## src/rtl/instr_prefetch_if.sv

```systemverilog
// Fetch-side bus of the prefetch unit: redirect/stall controls, instruction-memory
// port and the decode-facing queue head.
interface instr_prefetch_if #(
  parameter int ADDR_W  = 32,
  parameter int IMEM_AW = 13,
  parameter int DEPTH   = 4
);
  localparam int CW = $clog2(DEPTH) + 1;

  // Decode handshake: the head entry transfers in any cycle where o_valid and
  // i_ready are both high; o_pc/o_instr must hold steady while o_valid is high
  // and i_ready is low, and o_valid never depends on i_ready.
  logic               i_fetch_en;
  logic               i_redirect;
  logic [ADDR_W-1:0]  i_redirect_pc;
  logic               o_imem_en;
  logic [IMEM_AW-1:0] o_imem_addr;
  logic [31:0]        i_imem_rdata;
  logic               o_valid;
  logic               i_ready;
  logic [ADDR_W-1:0]  o_pc;
  logic [31:0]        o_instr;
  logic [CW-1:0]      o_count;

  modport master (
    input  i_fetch_en, i_redirect, i_redirect_pc, i_imem_rdata, i_ready,
    output o_imem_en, o_imem_addr, o_valid, o_pc, o_instr, o_count
  );

  modport slave (
    output i_fetch_en, i_redirect, i_redirect_pc, i_imem_rdata, i_ready,
    input  o_imem_en, o_imem_addr, o_valid, o_pc, o_instr, o_count
  );
endinterface

```

## src/rtl/instr_prefetch.sv

```systemverilog
// Instruction prefetch unit: owns the fetch PC, issues 1-cycle-latency reads and
// buffers {pc, instr} pairs in a DEPTH-entry queue drained by decode.
module instr_prefetch #(
  parameter int              ADDR_W   = 32,
  parameter int              IMEM_AW  = 13,
  parameter int              DEPTH    = 4,
  parameter logic [ADDR_W-1:0] RESET_PC = '0
) (
  input logic               i_clk,
  input logic               i_rst_n,
  instr_prefetch_if.master  bus
);
  localparam int PW = $clog2(DEPTH);
  localparam int CW = PW + 1;

  logic [ADDR_W-1:0] fetch_pc;
  logic [ADDR_W-1:0] inflight_pc;
  logic [PW-1:0]     rd_ptr;
  logic [PW-1:0]     wr_ptr;
  logic [CW-1:0]     count;
  logic              inflight;
  logic              kill;

  logic [ADDR_W-1:0] pc_mem    [DEPTH];
  logic [31:0]       instr_mem [DEPTH];

  logic              pop;
  logic              push;
  logic              push_en;
  logic              issue;
  logic [CW:0]       credit_use;

  // Credit counts the slot reserved by the read already in flight, so a full
  // queue can never receive a response.
  always_comb begin
    pop        = (count != '0) && bus.i_ready;
    push       = inflight && !kill;
    push_en    = push && !bus.i_redirect;
    credit_use = {1'b0, count} + {{CW{1'b0}}, inflight} - {{CW{1'b0}}, pop};
    issue      = i_rst_n && bus.i_fetch_en && !bus.i_redirect &&
                 (credit_use < (CW+1)'(DEPTH));
  end

  always_ff @(posedge i_clk or negedge i_rst_n) begin
    if (!i_rst_n) begin
      fetch_pc    <= RESET_PC;
      inflight_pc <= '0;
      rd_ptr      <= '0;
      wr_ptr      <= '0;
      count       <= '0;
      inflight    <= 1'b0;
      kill        <= 1'b0;
    end else if (bus.i_redirect) begin
      // Redirect drops the queue, this cycle's response and any pop.
      fetch_pc <= bus.i_redirect_pc & ~ADDR_W'(3);
      rd_ptr   <= '0;
      wr_ptr   <= '0;
      count    <= '0;
      inflight <= 1'b0;
      kill     <= 1'b1;
    end else begin
      kill     <= 1'b0;
      inflight <= issue;
      if (issue) begin
        inflight_pc <= fetch_pc;
        fetch_pc    <= fetch_pc + ADDR_W'(4);
      end
      if (push) wr_ptr <= wr_ptr + PW'(1);
      if (pop)  rd_ptr <= rd_ptr + PW'(1);
      case ({push, pop})
        2'b10:   count <= count + CW'(1);
        2'b01:   count <= count - CW'(1);
        default: count <= count;
      endcase
    end
  end

  always_ff @(posedge i_clk) begin
    if (push_en) begin
      pc_mem[wr_ptr]    <= inflight_pc;
      instr_mem[wr_ptr] <= bus.i_imem_rdata;
    end
  end

  assign bus.o_imem_en   = issue;
  assign bus.o_imem_addr = fetch_pc[IMEM_AW-1:0] & ~IMEM_AW'(3);
  assign bus.o_valid     = (count != '0);
  assign bus.o_pc        = bus.o_valid ? pc_mem[rd_ptr]    : '0;
  assign bus.o_instr     = bus.o_valid ? instr_mem[rd_ptr] : '0;
  assign bus.o_count     = count;
endmodule
```

## src/flat_wrapper.sv

```systemverilog
// flat-port wrapper written by rule: the top's interface ports become plain ports
module instr_prefetch_flat 
#(
  parameter int              ADDR_W   = 32,
  parameter int              IMEM_AW  = 13,
  parameter int              DEPTH    = 4,
  parameter logic [ADDR_W-1:0] RESET_PC = '0
)
  (i_clk, i_rst_n, bus_i_fetch_en, bus_i_redirect, bus_i_redirect_pc, bus_i_imem_rdata, bus_i_ready, bus_o_imem_en, bus_o_imem_addr, bus_o_valid, bus_o_pc, bus_o_instr, bus_o_count);
  instr_prefetch_if #(.ADDR_W(ADDR_W), .IMEM_AW(IMEM_AW), .DEPTH(DEPTH)) bus_i ();
  input logic i_clk;
  input logic i_rst_n;
  input wire logic [$bits(bus_i.i_fetch_en)-1:0] bus_i_fetch_en;
  input wire logic [$bits(bus_i.i_redirect)-1:0] bus_i_redirect;
  input wire logic [$bits(bus_i.i_redirect_pc)-1:0] bus_i_redirect_pc;
  input wire logic [$bits(bus_i.i_imem_rdata)-1:0] bus_i_imem_rdata;
  input wire logic [$bits(bus_i.i_ready)-1:0] bus_i_ready;
  output wire logic [$bits(bus_i.o_imem_en)-1:0] bus_o_imem_en;
  output wire logic [$bits(bus_i.o_imem_addr)-1:0] bus_o_imem_addr;
  output wire logic [$bits(bus_i.o_valid)-1:0] bus_o_valid;
  output wire logic [$bits(bus_i.o_pc)-1:0] bus_o_pc;
  output wire logic [$bits(bus_i.o_instr)-1:0] bus_o_instr;
  output wire logic [$bits(bus_i.o_count)-1:0] bus_o_count;
  assign bus_i.i_fetch_en = bus_i_fetch_en;
  assign bus_i.i_redirect = bus_i_redirect;
  assign bus_i.i_redirect_pc = bus_i_redirect_pc;
  assign bus_i.i_imem_rdata = bus_i_imem_rdata;
  assign bus_i.i_ready = bus_i_ready;
  assign bus_o_imem_en = bus_i.o_imem_en;
  assign bus_o_imem_addr = bus_i.o_imem_addr;
  assign bus_o_valid = bus_i.o_valid;
  assign bus_o_pc = bus_i.o_pc;
  assign bus_o_instr = bus_i.o_instr;
  assign bus_o_count = bus_i.o_count;
  instr_prefetch #(.ADDR_W(ADDR_W), .IMEM_AW(IMEM_AW), .DEPTH(DEPTH), .RESET_PC(RESET_PC)) u_core (.i_clk(i_clk), .i_rst_n(i_rst_n), .bus(bus_i));
endmodule
```

## config.mk

```make
export PLATFORM = sky130hd
export DESIGN_NAME = instr_prefetch_flat
export DESIGN_NICKNAME = d
export VERILOG_FILES = /design/src/rtl/instr_prefetch_if.sv /design/src/rtl/instr_prefetch.sv /design/src/flat_wrapper.sv
export SDC_FILE = /design/constraint.sdc
export NUM_CORES = 1
export LEC_CHECK = 0
export CORE_MARGIN = 2
export CORE_UTILIZATION = 60
export CTS_CLUSTER_SIZE = 12
export DETAILED_ROUTE_END_ITERATION = 6
export PLACE_DENSITY = 0.83
export SLEW_MARGIN = 5
export SYNTH_ARGS = -nofsm -noshare
export SYNTH_HDL_FRONTEND = slang
export SYNTH_SLANG_ARGS = --single-unit
export TNS_END_PERCENT = 20
```

## constraint.sdc

```tcl
create_clock -name i_clk -period 9.3 [get_ports i_clk]
set_input_delay 1.395 -clock i_clk [delete_from_list [all_inputs] [get_ports i_clk]]
set_output_delay 1.395 -clock i_clk [all_outputs]
set_load 0.03 [all_outputs]
```

* Word-level counts from Yosys, hierarchy flattened
Memories as Yosys holds them, arrays and structs flattened.
Cells that the tools add are included.
** Cells by class
- Add/subtract/negate cells :: 7
- Order comparisons :: 1
- Equal/unequal tests :: 2
- Mux-type cells :: 14
- Bitwise logic cells :: 1
- Reductions and logical operators :: 14
** Operator list (count)
- 32-bit two-way mux :: 4
- 32-bit by 3-bit adder with 32-bit output (second input constant) :: 1
- 2-bit two-way mux :: 4
- 1-bit logical AND :: 6
- 3-bit case mux with 2 select lines :: 1
- 2-bit nonzero test :: 3
- 3-bit nonzero test :: 2
- 2-bit by 1-bit adder with 2-bit output (second input constant) :: 2
- 3-bit by 1-bit adder with 4-bit output :: 1
- 4-bit by 3-bit < comparator with 1-bit output (second input constant) :: 1
- 1-bit two-way mux :: 4
- 4-bit by 1-bit subtractor with 4-bit output :: 1
- 3-bit by 1-bit adder with 3-bit output (second input constant) :: 1
- 3-bit two-way mux :: 1
- 3-bit by 1-bit subtractor with 3-bit output (second input constant) :: 1
- 2-bit by 1-bit equality test with 1-bit output (second input constant) :: 1
- 2-bit equality test (second input constant) :: 1
- 1-bit logical NOT :: 2
- 2-bit AND reduction :: 1
- 1-bit NOT :: 1
** Storage, ports and cells
- Register bits after elaboration :: 73
- Bits in writable memories :: 256
- Bits of input ports :: 69
- Output and inout port bits :: 82
- Word-level logic and storage cells :: 48
- Memories kept :: 2
** Memory list
- u_core.instr_mem :: words 4, bits a word 32, rd ports 1, clocked after Yosys merged registers in 0, write ports 1, RTL line instr_prefetch.sv:25 : logic [31:0] instr_mem [DEPTH];
- u_core.pc_mem :: words 4, bits a word 32, rd ports 1, clocked after Yosys merged registers in 0, write ports 1, RTL line instr_prefetch.sv:24 : logic [ADDR_W-1:0] pc_mem [DEPTH];

* Depth between registers and ports, before layout
Gate-level depths: netlist of run 1.
- Word-level depth :: 7
- Gate-level depth with buffers :: 13
- Depth with buffers taken out :: 11

* Worst setup path before layout of run 1
No wires, ideal clock.
- Path type :: input -> output
- Start :: in bus_i_ready
- End :: out bus_o_imem_en
- Arrival time :: 3.358 ns
- Data required time :: 7.905 ns
- Setup slack :: 4.547 ns
- Stages on the path :: 11
- Path buffers :: 2
- Cells stage by stage :: o31ai_1 -> inv_1 -> ha_1 -> inv_1 -> ha_1 -> and3b_1 -> nor4_2 -> o21ai_1 -> clkbuf_1 -> inv_2 -> buf_2
** On the way
- Word-level cells in the longest chain between the ends :: 4
** Ends and longest elaborated chain
- start, declared :: RTL line flat_wrapper.sv:17 : input wire logic [$bits(bus_i.i_ready)-1:0] bus_i_ready;
- 1-bit logical AND :: RTL line instr_prefetch.sv:36 : pop = (count != '0) && bus.i_ready;
- 4-bit by 1-bit subtractor with 4-bit output :: RTL line instr_prefetch.sv:39 : credit_use = {1'b0, count} + {{CW{1'b0}}, inflight} - {{CW{1'b0}}, pop};
- 4-bit by 3-bit < comparator with 1-bit output :: RTL line instr_prefetch.sv:41 : (credit_use < (CW+1)'(DEPTH));
- 1-bit logical AND :: RTL line instr_prefetch.sv:40 : issue = i_rst_n && bus.i_fetch_en && !bus.i_redirect &&
- end, declared :: RTL line flat_wrapper.sv:18 : output wire logic [$bits(bus_i.o_imem_en)-1:0] bus_o_imem_en;
No other way between the ends.

* Final worst setup path of run 1
Ends and elaborated chain as after synthesis.

==> results of run 1 <==
placed cells by master, fill, tap and decap left out, drive strengths merged, types with 6 or more instances in the layout:
cell type and count:
a211oi 6, inv 14, edfxtp 248, xnor2 14
buf 12, clkdlybuf4s50 143, nand2 119, and3 7
a2111oi 7, mux4 62, xor2 10, nand4 10
dfrtp 69, nor2 20, o21ai 24, clkbuf 54
ha 8, and2 64, nand3 10
logic make-up (layout without fill, tap and decap cells):
| group | Yosys count | in the layout | synth area share |
|---|---|---|---|
| AOI/OAI and AO/OA | 67 | 67 | 0.0390 |
| muxes | 66 | 66 | 0.110 |
| xor gates and xnor gates | 24 | 24 | 0.0161 |
| and+or+nand+nor | 253 | 253 | 0.0957 |
| buffers and inverters | 70 | 227 | 0.0262 |
| DFF | 317 | 317 | 0.703 |
| other | 1 | 4 | 0.000287 |
| adders and majority gates | 9 | 9 | 0.00921 |
critical path: stages:
cell	delay (ns)
clkdlybuf4s50_1	0.44
o31ai_1	0.14
inv_1	0.12
ha_1	0.20
inv_1	0.06
ha_1	0.23
and3b_1	0.21
nor4_2	0.74
o21ai_2	0.11
inv_2	0.44
clkdlybuf4s50_1	0.79
worst paths after layout:
path                                   startpoint                   end  slack [ns]  cells past startpoint
setup / recovery                      bus_i_ready         bus_o_imem_en        3.01                     11
hold / removal             u_core.inflight_pc[14]  u_core.pc_mem[0][14]        0.52                      0
setup reg to reg            u_core.bus.o_count[0]   u_core.fetch_pc[17]        5.56                     10
hold reg to reg            u_core.inflight_pc[14]  u_core.pc_mem[0][14]        0.52                      0
max in group asynchronous                 i_rst_n      u_core.rd_ptr[0]        7.56                      2
min in group asynchronous                 i_rst_n    u_core.fetch_pc[4]        1.03                      2
registers in the layout (all words and copies together), names as in the netlist:
| name | cells |
|---|---|
| u_core.bus.o_count | 3 |
| u_core.fetch_pc | 30 |
| u_core.inflight | 1 |
| u_core.inflight_pc | 30 |
| u_core.instr_mem | 128 |
| u_core.kill | 1 |
| u_core.pc_mem | 120 |
| u_core.rd_ptr | 2 |
| u_core.wr_ptr | 2 |
metal layers:
metal / vias to the layer above / GRT usage / routed length [µm]
met4: 0 / 0.0565 / 474
li1: 3295 / - / -
met5: - / 0 / 0
met1: 3735 / 0.320 / 10700
met3: 40 / 0.0326 / 1610
met2: 269 / 0.384 / 12700
power by group:
group / internal (mW) / switching [mW]
registers: 1.71 / 0.151
logic: 0.564 / 0.718
clock network: 0.651 / 0.475
total: 2.92 / 1.34
layout make-up:
| class | instances | area [µm²] |
|---|---|---|
| Inverter | 14 | 52.6 |
| Fill cell | 1271 | 5590 |
| Multi-Input combinational cell | 423 | 3550 |
| Clock inverter | 4 | 20.0 |
| Clock buffer | 54 | 902 |
| Sequential cell | 317 | 9180 |
| Timing Repair Buffer | 155 | 1520 |
| Tap cell | 275 | 344 |
metrics by stage:
| stage | instances | power (mW) | instance area, µm² | utilization | setup slack (ns) |
|---|---|---|---|---|---|
| 2_1_floorplan | 810 | 2.69 | 13100 | - | 4.55 |
| 5_1_grt | 1242 | 4.46 | 15600 | 0.736 | 2.80 |
| 3_3_place_gp | 1184 | 3.13 | 14600 | 0.692 | 3.16 |
| 3_5_place_dp | 1184 | 3.17 | 14600 | 0.692 | 3.10 |
| 6_report | 1242 | 4.26 | 15600 | 0.736 | 3.01 |
| 4_1_cts | 1242 | 4.30 | 15600 | 0.736 | 3.05 |
==> flow_metrics.env, run 1 <==
export IMPL_outcome="complete, no violations"
export IMPL_synthArstFlopShare=0.218
export IMPL_slew_violations=0
export IMPL_synth_edf_count=248
export IMPL_synth_cells=807
export IMPL_cts_setup_buffers=0
export IMPL_yosysTopAreaCellShare=0.571
export IMPL_tns_ns=0
export IMPL_core_area_mm2=0.0212
export IMPL_synth_seq_cells=317
export IMPL_fin_crit_ns=6.29
export IMPL_grt_overflow_total=0
export IMPL_viasPerCell=5.91
export IMPL_crit_arrival_ns=4.90
export IMPL_synth_most_common_cell="edfxtp_1"
export IMPL_ctsResizeCount=0
export IMPL_grtUsageTotal=0.228
export IMPL_ys_types=54
export IMPL_io_buffers=144
export IMPL_clk_pin_slew_worst_paths_ns=0.06
export IMPL_grt_pass1_vias=7452
export IMPL_p_per_area_mw_per_mm2=274
export IMPL_worstPathRequired_ns=7.91
export IMPL_finalSetupViolCount=0
export IMPL_fp_dieH_um=151
export IMPL_place_gp_congestion=0.879
export IMPL_clock_latency_ns=0.54
export IMPL_yosys_warnings=0
export IMPL_worstSetupEndpointType="output port"
export IMPL_die_area_mm2=0.0229
export IMPL_drt_iter0_markers=559
export IMPL_ys_seq_area_frac=0.703
export IMPL_synthTopCellsByCount="248 x edfxtp_1, 119 x nand2_1, 69 x dfrtp_1, 64 x and2_1, 62 x mux4_2"
export IMPL_synth_main_ff_cell="edfxtp_1"
export IMPL_synth_area_leaders="edfxtp_1 57%, dfrtp_1 13%, mux4_2 11%"
export IMPL_nNetsFinal=1020
export IMPL_via_count=7339
export IMPL_relSlewSlack=0.364
export IMPL_cap_violations=0
export IMPL_vdd_drop_max_uv=260
export IMPL_synth_area_mm2=0.0130
export IMPL_clock_path_buffers=3
export IMPL_hold_violations=0
export IMPL_grt_max_degree=73
export IMPL_layout_drive_gt1_share=0.135
export IMPL_drt_drc_violations_left=0
export IMPL_root_buffer="clkbuf_16"
export IMPL_drt_pre_antenna_iters=5
export IMPL_fmax_mhz=159
export IMPL_worst_slew_pin_slew_ns=0.948
export IMPL_hpwl_um=14900
export IMPL_num_rows=53
export IMPL_start_kind="input port"
export IMPL_start_util=0.617
export IMPL_io_pins=151
export IMPL_wl_per_cell_um=20.5
export IMPL_drtAntennaViolNets=0
export IMPL_n_antenna_cell=0
export IMPL_cts_tree="built"
export IMPL_cts_sinks=317
export IMPL_leakagePower_nw=5.35
export IMPL_crit_path_max_fanout=31
export IMPL_holdBufCountCts=0
export IMPL_grt_pass1_wl_um=39800
export IMPL_fin_crit_sh=0.677
export IMPL_antenna_found_initial=0
export IMPL_path_class="input port to output port"
export IMPL_wirelength_um=25500
export IMPL_dieWidth_um=151
export IMPL_synth_largest_area_cell="edfxtp_1"
export IMPL_cts_buffers=31
export IMPL_hold_slack_ns=0.518
export IMPL_grt_setup_unrepaired="no"
export IMPL_area_growth_syn_to_layout_pct=19.3
export IMPL_hold_path_class="register to register"
export IMPL_fin_skew_ns=0.0110
export IMPL_syn_area_per_cell_um2=16.2
export IMPL_cts_htree_levels=1
No activity file was read; power rests on OpenSTA's default activity.
==> inputs of run 2 (changes only) <==
--- a/config.mk
+++ b/config.mk
@@ -6,10 +6,10 @@
 export NUM_CORES = 1
 export LEC_CHECK = 0
 export CORE_MARGIN = 2
-export CORE_UTILIZATION = 60
+export CORE_UTILIZATION = 56
 export CTS_CLUSTER_SIZE = 12
 export DETAILED_ROUTE_END_ITERATION = 6
-export PLACE_DENSITY = 0.83
+export PLACE_DENSITY = 0.78
 export SLEW_MARGIN = 5
 export SYNTH_ARGS = -nofsm -noshare
 export SYNTH_HDL_FRONTEND = slang
==> constraint.sdc (replaced) <==
create_clock -name i_clk -period 6.1 [get_ports i_clk]
set_input_delay 0.915 -clock i_clk [delete_from_list [all_inputs] [get_ports i_clk]]
set_output_delay 0.915 -clock i_clk [all_outputs]
set_load 0.03 [all_outputs]
==> run 2 against run 1 <==
- combinational power increased by 48%
- via count decreased by 1.9%
- critical path depth unchanged
- clock power increased by 66%
- cell count increased by 2.8%
- sequential cell count unchanged
- design area increased by 0.97%
- critical endpoint unchanged
- highest routed layer unchanged
==> flow_metrics.env, run 2 (synthesis results as in run 1) <==
export IMPL_viasPerCell=5.64
export IMPL_tns_ns=0
export IMPL_worstPathRequired_ns=5.18
export IMPL_p_switching_mw=2.07
export IMPL_clk_pin_slew_worst_paths_ns=0.06
export IMPL_crit_arrival_ns=3.89
export IMPL_root_buffer="clkbuf_16"
export IMPL_drt_drc_violations_left=0
export IMPL_io_pins=151
export IMPL_grt_pass1_vias=7373
export IMPL_fin_crit_sh=0.787
export IMPL_drtAntennaViolNets=0
export IMPL_grt_pass1_wl_um=39100
export IMPL_io_buffers=144
export IMPL_area_growth_syn_to_layout_pct=20.5
export IMPL_grt_setup_unrepaired="no"
export IMPL_topRoutingLayerUsed="met4"
export IMPL_pwr_share_comb=0.286
export IMPL_antenna_found_initial=0
export IMPL_n_antenna_cell=0
export IMPL_largest_reg_flops=128
export IMPL_cts_setup_buffers=0
export IMPL_worst_slew_pin_slew_ns=1.05
export IMPL_placed_cell_area_mm2=0.0147
export IMPL_wirelength_um=24600
export IMPL_fmax_mhz=208
export IMPL_utilization=0.690
export IMPL_layout_commonest_cell="edfxtp_1"
export IMPL_core_area_mm2=0.0228
export IMPL_drt_pre_antenna_iters=6
export IMPL_relSlewSlack=0.302
export IMPL_hold_path_class="register to register"
export IMPL_p_clk_frac=0.282
export IMPL_cts_buffers=34
export IMPL_hpwl_um=14400
export IMPL_fillers=1532
export IMPL_regMostFlops="u_core.instr_mem"
export IMPL_layout_drive_gt1_share=0.142
export IMPL_p_per_area_mw_per_mm2=423
export IMPL_nNetsFinal=1024
export IMPL_grt_overflow_total=0
export IMPL_swShare=0.311
export IMPL_clock_latency_ns=0.49
export IMPL_dieWidth_um=157
export IMPL_via_count=7197
export IMPL_drt_iter0_markers=577
export IMPL_num_rows=55
export IMPL_crit_path_max_fanout=8
export IMPL_internal_power_mw=4.58
export IMPL_finalSetupViolCount=0
export IMPL_vdd_drop_max_uv=352
export IMPL_mostFrequentLayoutCells="248 x edfxtp_1, 143 x clkdlybuf4s50_1, 119 x nand2_1"
export IMPL_fin_skew_ns=0.0116
export IMPL_outcome="complete, no violations"
export IMPL_finalWorstSetupSlack_ns=1.30
export IMPL_grt_max_degree=72
export IMPL_fin_area_mm2=0.0157
export IMPL_worstSetupEndpointType="output port"
export IMPL_met2WireLength_um=11700
export IMPL_cts_htree_levels=2
export IMPL_reg_top3="u_core.instr_mem: 128 flops, u_core.pc_mem: 120 flops"
export IMPL_cts_sinks=317
export IMPL_dr_wl_met3_um=1670
export IMPL_place_gp_congestion=0.882
export IMPL_leakagePower_nw=5.41
export IMPL_holdBufCountCts=0
export IMPL_die_area_mm2=0.0245
export IMPL_wl_per_cell_um=19.3
export IMPL_cap_violations=0
export IMPL_fin_crit_ns=4.80
export IMPL_slew_violations=0
export IMPL_m1WireLength_um=10900
export IMPL_path_class="input port to output port"
export IMPL_clock_path_buffers=3
export IMPL_dp_worst_setup_slack_ns=1.36
export IMPL_start_kind="input port"
export IMPL_fp_dieH_um=157
export IMPL_cts_tree="built"
export IMPL_start_util=0.573
export IMPL_ctsResizeCount=0
export IMPL_hold_violations=0
export IMPL_grtUsageTotal=0.207
export IMPL_seqPwrFrac=0.431
==> run 2: changes by cell type in the layout (fill, tap and decap cells not counted), sizes merged <==
cell    before  now
buf         12   13
clkinv       4    7
clkbuf      54   47
==> run 2: area by class of cell <==
type	instances	area, µm²	share of cell area
well taps	313	392	0.0249
clock buffers	47	985	0.0626
clock inverters	7	33.8	0.00215
flip-flops and latches	317	9180	0.584
multi-input cells	423	3550	0.226
repair buffers	156	1530	0.0971
inverters	14	52.6	0.00334
==> run 2: path summary, 6_finish.rpt <==
path | slack [ns] | from | end | cells past startpoint
hold reg to reg | 0.52 | u_core.inflight_pc[29] | u_core.pc_mem[0][29] | 0
max in group asynchronous | 4.77 | i_rst_n | u_core.rd_ptr[0] | 2
setup / recovery | 1.30 | bus_i_ready | bus_o_imem_en | 11
hold / removal | 0.52 | u_core.inflight_pc[29] | u_core.pc_mem[0][29] | 0
min in group asynchronous | 0.66 | i_rst_n | u_core.fetch_pc[6] | 2
setup reg to reg | 2.46 | u_core.bus.o_count[0] | u_core.fetch_pc[20] | 10
==> run 2: power groups by stage <==
stage	clock network (mW)	logic (mW)	registers [mW]
after global routing	2.00	2.05	2.91
after floorplan	0	1.33	2.77
after global placement	0	1.90	2.90
final	1.88	1.90	2.87
after CTS	1.92	1.94	2.87
after detailed placement	0	1.92	2.91
==> run 2: metrics by stage <==
step | power [mW] | cells | hold slack [ns]
after CTS | 6.73 | 1277 | 0.514
after global routing | 6.95 | 1277 | 0.536
final | 6.65 | 1277 | 0.517
after global placement | 4.79 | 1223 | 0.494
after floorplan | 4.10 | 810 | 0.460
after detailed placement | 4.84 | 1223 | 0.506
==> run 2: critical path, cell delays in order <==
cell and delay, ns:
clkdlybuf4s50_1 0.48, o31ai_1 0.11, inv_1 0.09, ha_1 0.14, inv_1 0.04, ha_1 0.26
and3b_1 0.21, nor4_2 0.77, o21ai_2 0.11, inv_2 0.10, clkdlybuf4s50_1 0.67
==> run 2: routing by layer <==
layer	GRT usage	up-vias
met3	0.0424	31
met5	0	-
met2	0.331	275
met1	0.302	3594
met4	0.0441	0
li1	-	3297
==> inputs of run 3 (changes only) <==
--- a/config.mk
+++ b/config.mk
@@ -6,10 +6,10 @@
 export NUM_CORES = 1
 export LEC_CHECK = 0
 export CORE_MARGIN = 2
-export CORE_UTILIZATION = 56
+export CORE_UTILIZATION = 51
 export CTS_CLUSTER_SIZE = 12
 export DETAILED_ROUTE_END_ITERATION = 6
-export PLACE_DENSITY = 0.78
+export PLACE_DENSITY = 0.75
 export SLEW_MARGIN = 5
 export SYNTH_ARGS = -nofsm -noshare
 export SYNTH_HDL_FRONTEND = slang
==> constraint.sdc (replaced) <==
create_clock -name i_clk -period 4.2 [get_ports i_clk]
set_input_delay 0.63 -clock i_clk [delete_from_list [all_inputs] [get_ports i_clk]]
set_output_delay 0.63 -clock i_clk [all_outputs]
set_load 0.03 [all_outputs]
==> run 3 against run 2 <==
- worst hold slack worse by 0.41 ns
- core utilization down 6.2 points
- largest cell class unchanged
- critical path depth down 1
- combinational power up 52%
- sequential power up 43%
- power up 46%
- count of clock-buffer cells in the layout down 1
==> flow_metrics.env, run 3 (synthesis results as in run 1) <==
export IMPL_outcome="complete, no violations"
export IMPL_cts_htree_levels=2
export IMPL_crit_buf_inv=4
export IMPL_io_buffers=144
export IMPL_fp_dieH_um=164
export IMPL_die_area_mm2=0.0269
export IMPL_cts_sinks=317
export IMPL_crit_arrival_ns=3.03
export IMPL_grt_max_degree=63
export IMPL_area_growth_syn_to_layout_pct=21.3
export IMPL_drtAntennaViolNets=0
export IMPL_crit_path_max_fanout=8
export IMPL_grt_overflow_total=0
export IMPL_hpwl_um=15100
export IMPL_reg_top3="u_core.instr_mem: 128 flops, u_core.pc_mem: 120 flops"
export IMPL_n_antenna_cell=0
export IMPL_cp_top_family="compound AO/OA/AOI/OAI gates"
export IMPL_io_pins=151
export IMPL_grtUsageTotal=0.193
export IMPL_clock_latency_ns=0.50
export IMPL_via_count=7199
export IMPL_ctsResizeCount=0
export IMPL_multi_input_area_mm2=0.00357
export IMPL_fillers=1797
export IMPL_path_class="register to output port"
export IMPL_leakagePower_nw=5.43
export IMPL_hold_path_class="input port to async pin"
export IMPL_fin_crit_sh=0.871
export IMPL_fmax_mhz=273
export IMPL_clk_pin_slew_worst_paths_ns=0.06
export IMPL_fin_skew_ns=0.0171
export IMPL_p_per_area_mw_per_mm2=614
export IMPL_worst_slew_pin_slew_ns=1.04
export IMPL_worstPathRequired_ns=3.57
export IMPL_seqCellArea_mm2=0.00918
export IMPL_mostFrequentLayoutCells="248 x edfxtp_1, 142 x clkdlybuf4s50_1, 119 x nand2_1"
export IMPL_tns_ns=0
export IMPL_cts_setup_buffers=0
export IMPL_relSlewSlack=0.304
export IMPL_drt_drc_violations_left=0
export IMPL_antenna_found_initial=0
export IMPL_dieWidth_um=164
export IMPL_largest_reg_flops=128
export IMPL_vdd_drop_max_uv=486
export IMPL_nNetsFinal=1027
export IMPL_holdBufCountCts=0
export IMPL_worstSetupEndpointType="output port"
export IMPL_layout_drive_gt1_share=0.147
export IMPL_slew_violations=0
export IMPL_viasPerCell=5.54
export IMPL_grt_pass1_wl_um=39500
export IMPL_fin_crit_ns=3.66
export IMPL_crit_slowest_cell="dfrtp_1"
export IMPL_finalSetupViolCount=0
export IMPL_cts_buffers=35
export IMPL_regMostFlops="u_core.instr_mem"
export IMPL_num_rows=58
export IMPL_finalWorstSetupSlack_ns=0.543
export IMPL_hold_violations=0
export IMPL_layout_commonest_cell="edfxtp_1"
export IMPL_cp_cell_sequence="o31ai_1 -> inv_1 -> ha_1 -> inv_1 -> ha_1 -> and3b_1 -> o21a_1 -> o21ai_2 -> inv_2 -> buf_4"
export IMPL_start_kind="register"
export IMPL_start_util=0.518
export IMPL_cap_violations=0
export IMPL_slowest_delay_ns=0.45
export IMPL_core_area_mm2=0.0252
export IMPL_clock_path_buffers=3
export IMPL_grt_pass1_vias=7236
export IMPL_cts_tree="built"
export IMPL_grt_setup_unrepaired="no"
export IMPL_drt_pre_antenna_iters=4
export IMPL_place_gp_congestion=0.891
export IMPL_wl_per_cell_um=19.3
export IMPL_dp_worst_setup_slack_ns=0.573
export IMPL_root_buffer="clkbuf_16"
export IMPL_wirelength_um=25100
export IMPL_drt_iter0_markers=584
[run 3: cell count changes in the layout (fill, tap and decap cells not counted), sizes merged]
cell / previous run / this run
clkdlybuf4s50: 143 / 142
clkinv: 7 / 10
clkbuf: 47 / 46
clkinvlp: 0 / 1
buf: 13 / 16
[run 3: metrics by stage]
stage	instance area [µm²]	cells	util	power, mW	hold slack [ns]
finish	15800	1299	0.628	9.72	0.112
global route	15800	1299	0.628	10.2	0.143
CTS	15800	1299	0.628	9.83	0.121
detailed placement	14800	1242	0.588	7.09	0.492
global placement	14800	1242	0.588	7.04	0.489
floorplan	13100	810	-	5.95	0.334
[run 3: path summary, 6_finish.rpt]
| path | startpoint | end | slack [ns] | depth (start not counted) |
|---|---|---|---|---|
| max in group asynchronous | i_rst_n | u_core.rd_ptr[1] | 3.03 | 2 |
| worst max register to register | u_core.bus.o_count[0] | u_core.fetch_pc[23] | 0.85 | 10 |
| worst min register to register | u_core.fetch_pc[31] | u_core.inflight_pc[31] | 0.51 | 2 |
| min in group i_clk | u_core.fetch_pc[31] | u_core.inflight_pc[31] | 0.51 | 2 |
| worst min-delay path | i_rst_n | u_core.fetch_pc[18] | 0.11 | 1 |
| worst max-delay path | u_core.bus.o_count[0] | bus_o_imem_en | 0.54 | 10 |
[run 3: report_power, final]
part	switching (mW)	internal (mW)	total (mW)
sequential	0.331	3.78	4.11
combinational	1.58	1.30	2.88
clock	1.12	1.61	2.73
[run 3: layer usage]
metal / share of wire / up-vias / wire [µm] / global-route usage
li1: - / 3311 / - / -
met1: 0.45 / 3601 / 11300 / 0.283
met2: 0.48 / 257 / 11900 / 0.302
met3: 0.060 / 30 / 1510 / 0.0356
met4: 0.016 / 0 / 398 / 0.0486
met5: 0 / - / 0 / 0
[run 3: cell type report]
type                    count  share of cell area
clock inverters            11             0.00356
flip-flops and latches    317               0.580
well taps                 330              0.0261
multi-input cells         423               0.225
inverters                  14             0.00332
clock buffers              46              0.0613
repair buffers            158               0.100
[run 3: worst register-to-register path, delay by kind of cell, from the launching register on]
| kind | cells | cell delay [ns] |
|---|---|---|
| AO/OA/AOI/OAI | 3 | 1.26 |
| buffers and inverters | 2 | 0.17 |
| AND/OR/NAND/NOR | 3 | 0.93 |
| adder cells (fa/ha/maj) | 2 | 0.41 |
| flip-flops | 1 | 0.45 |
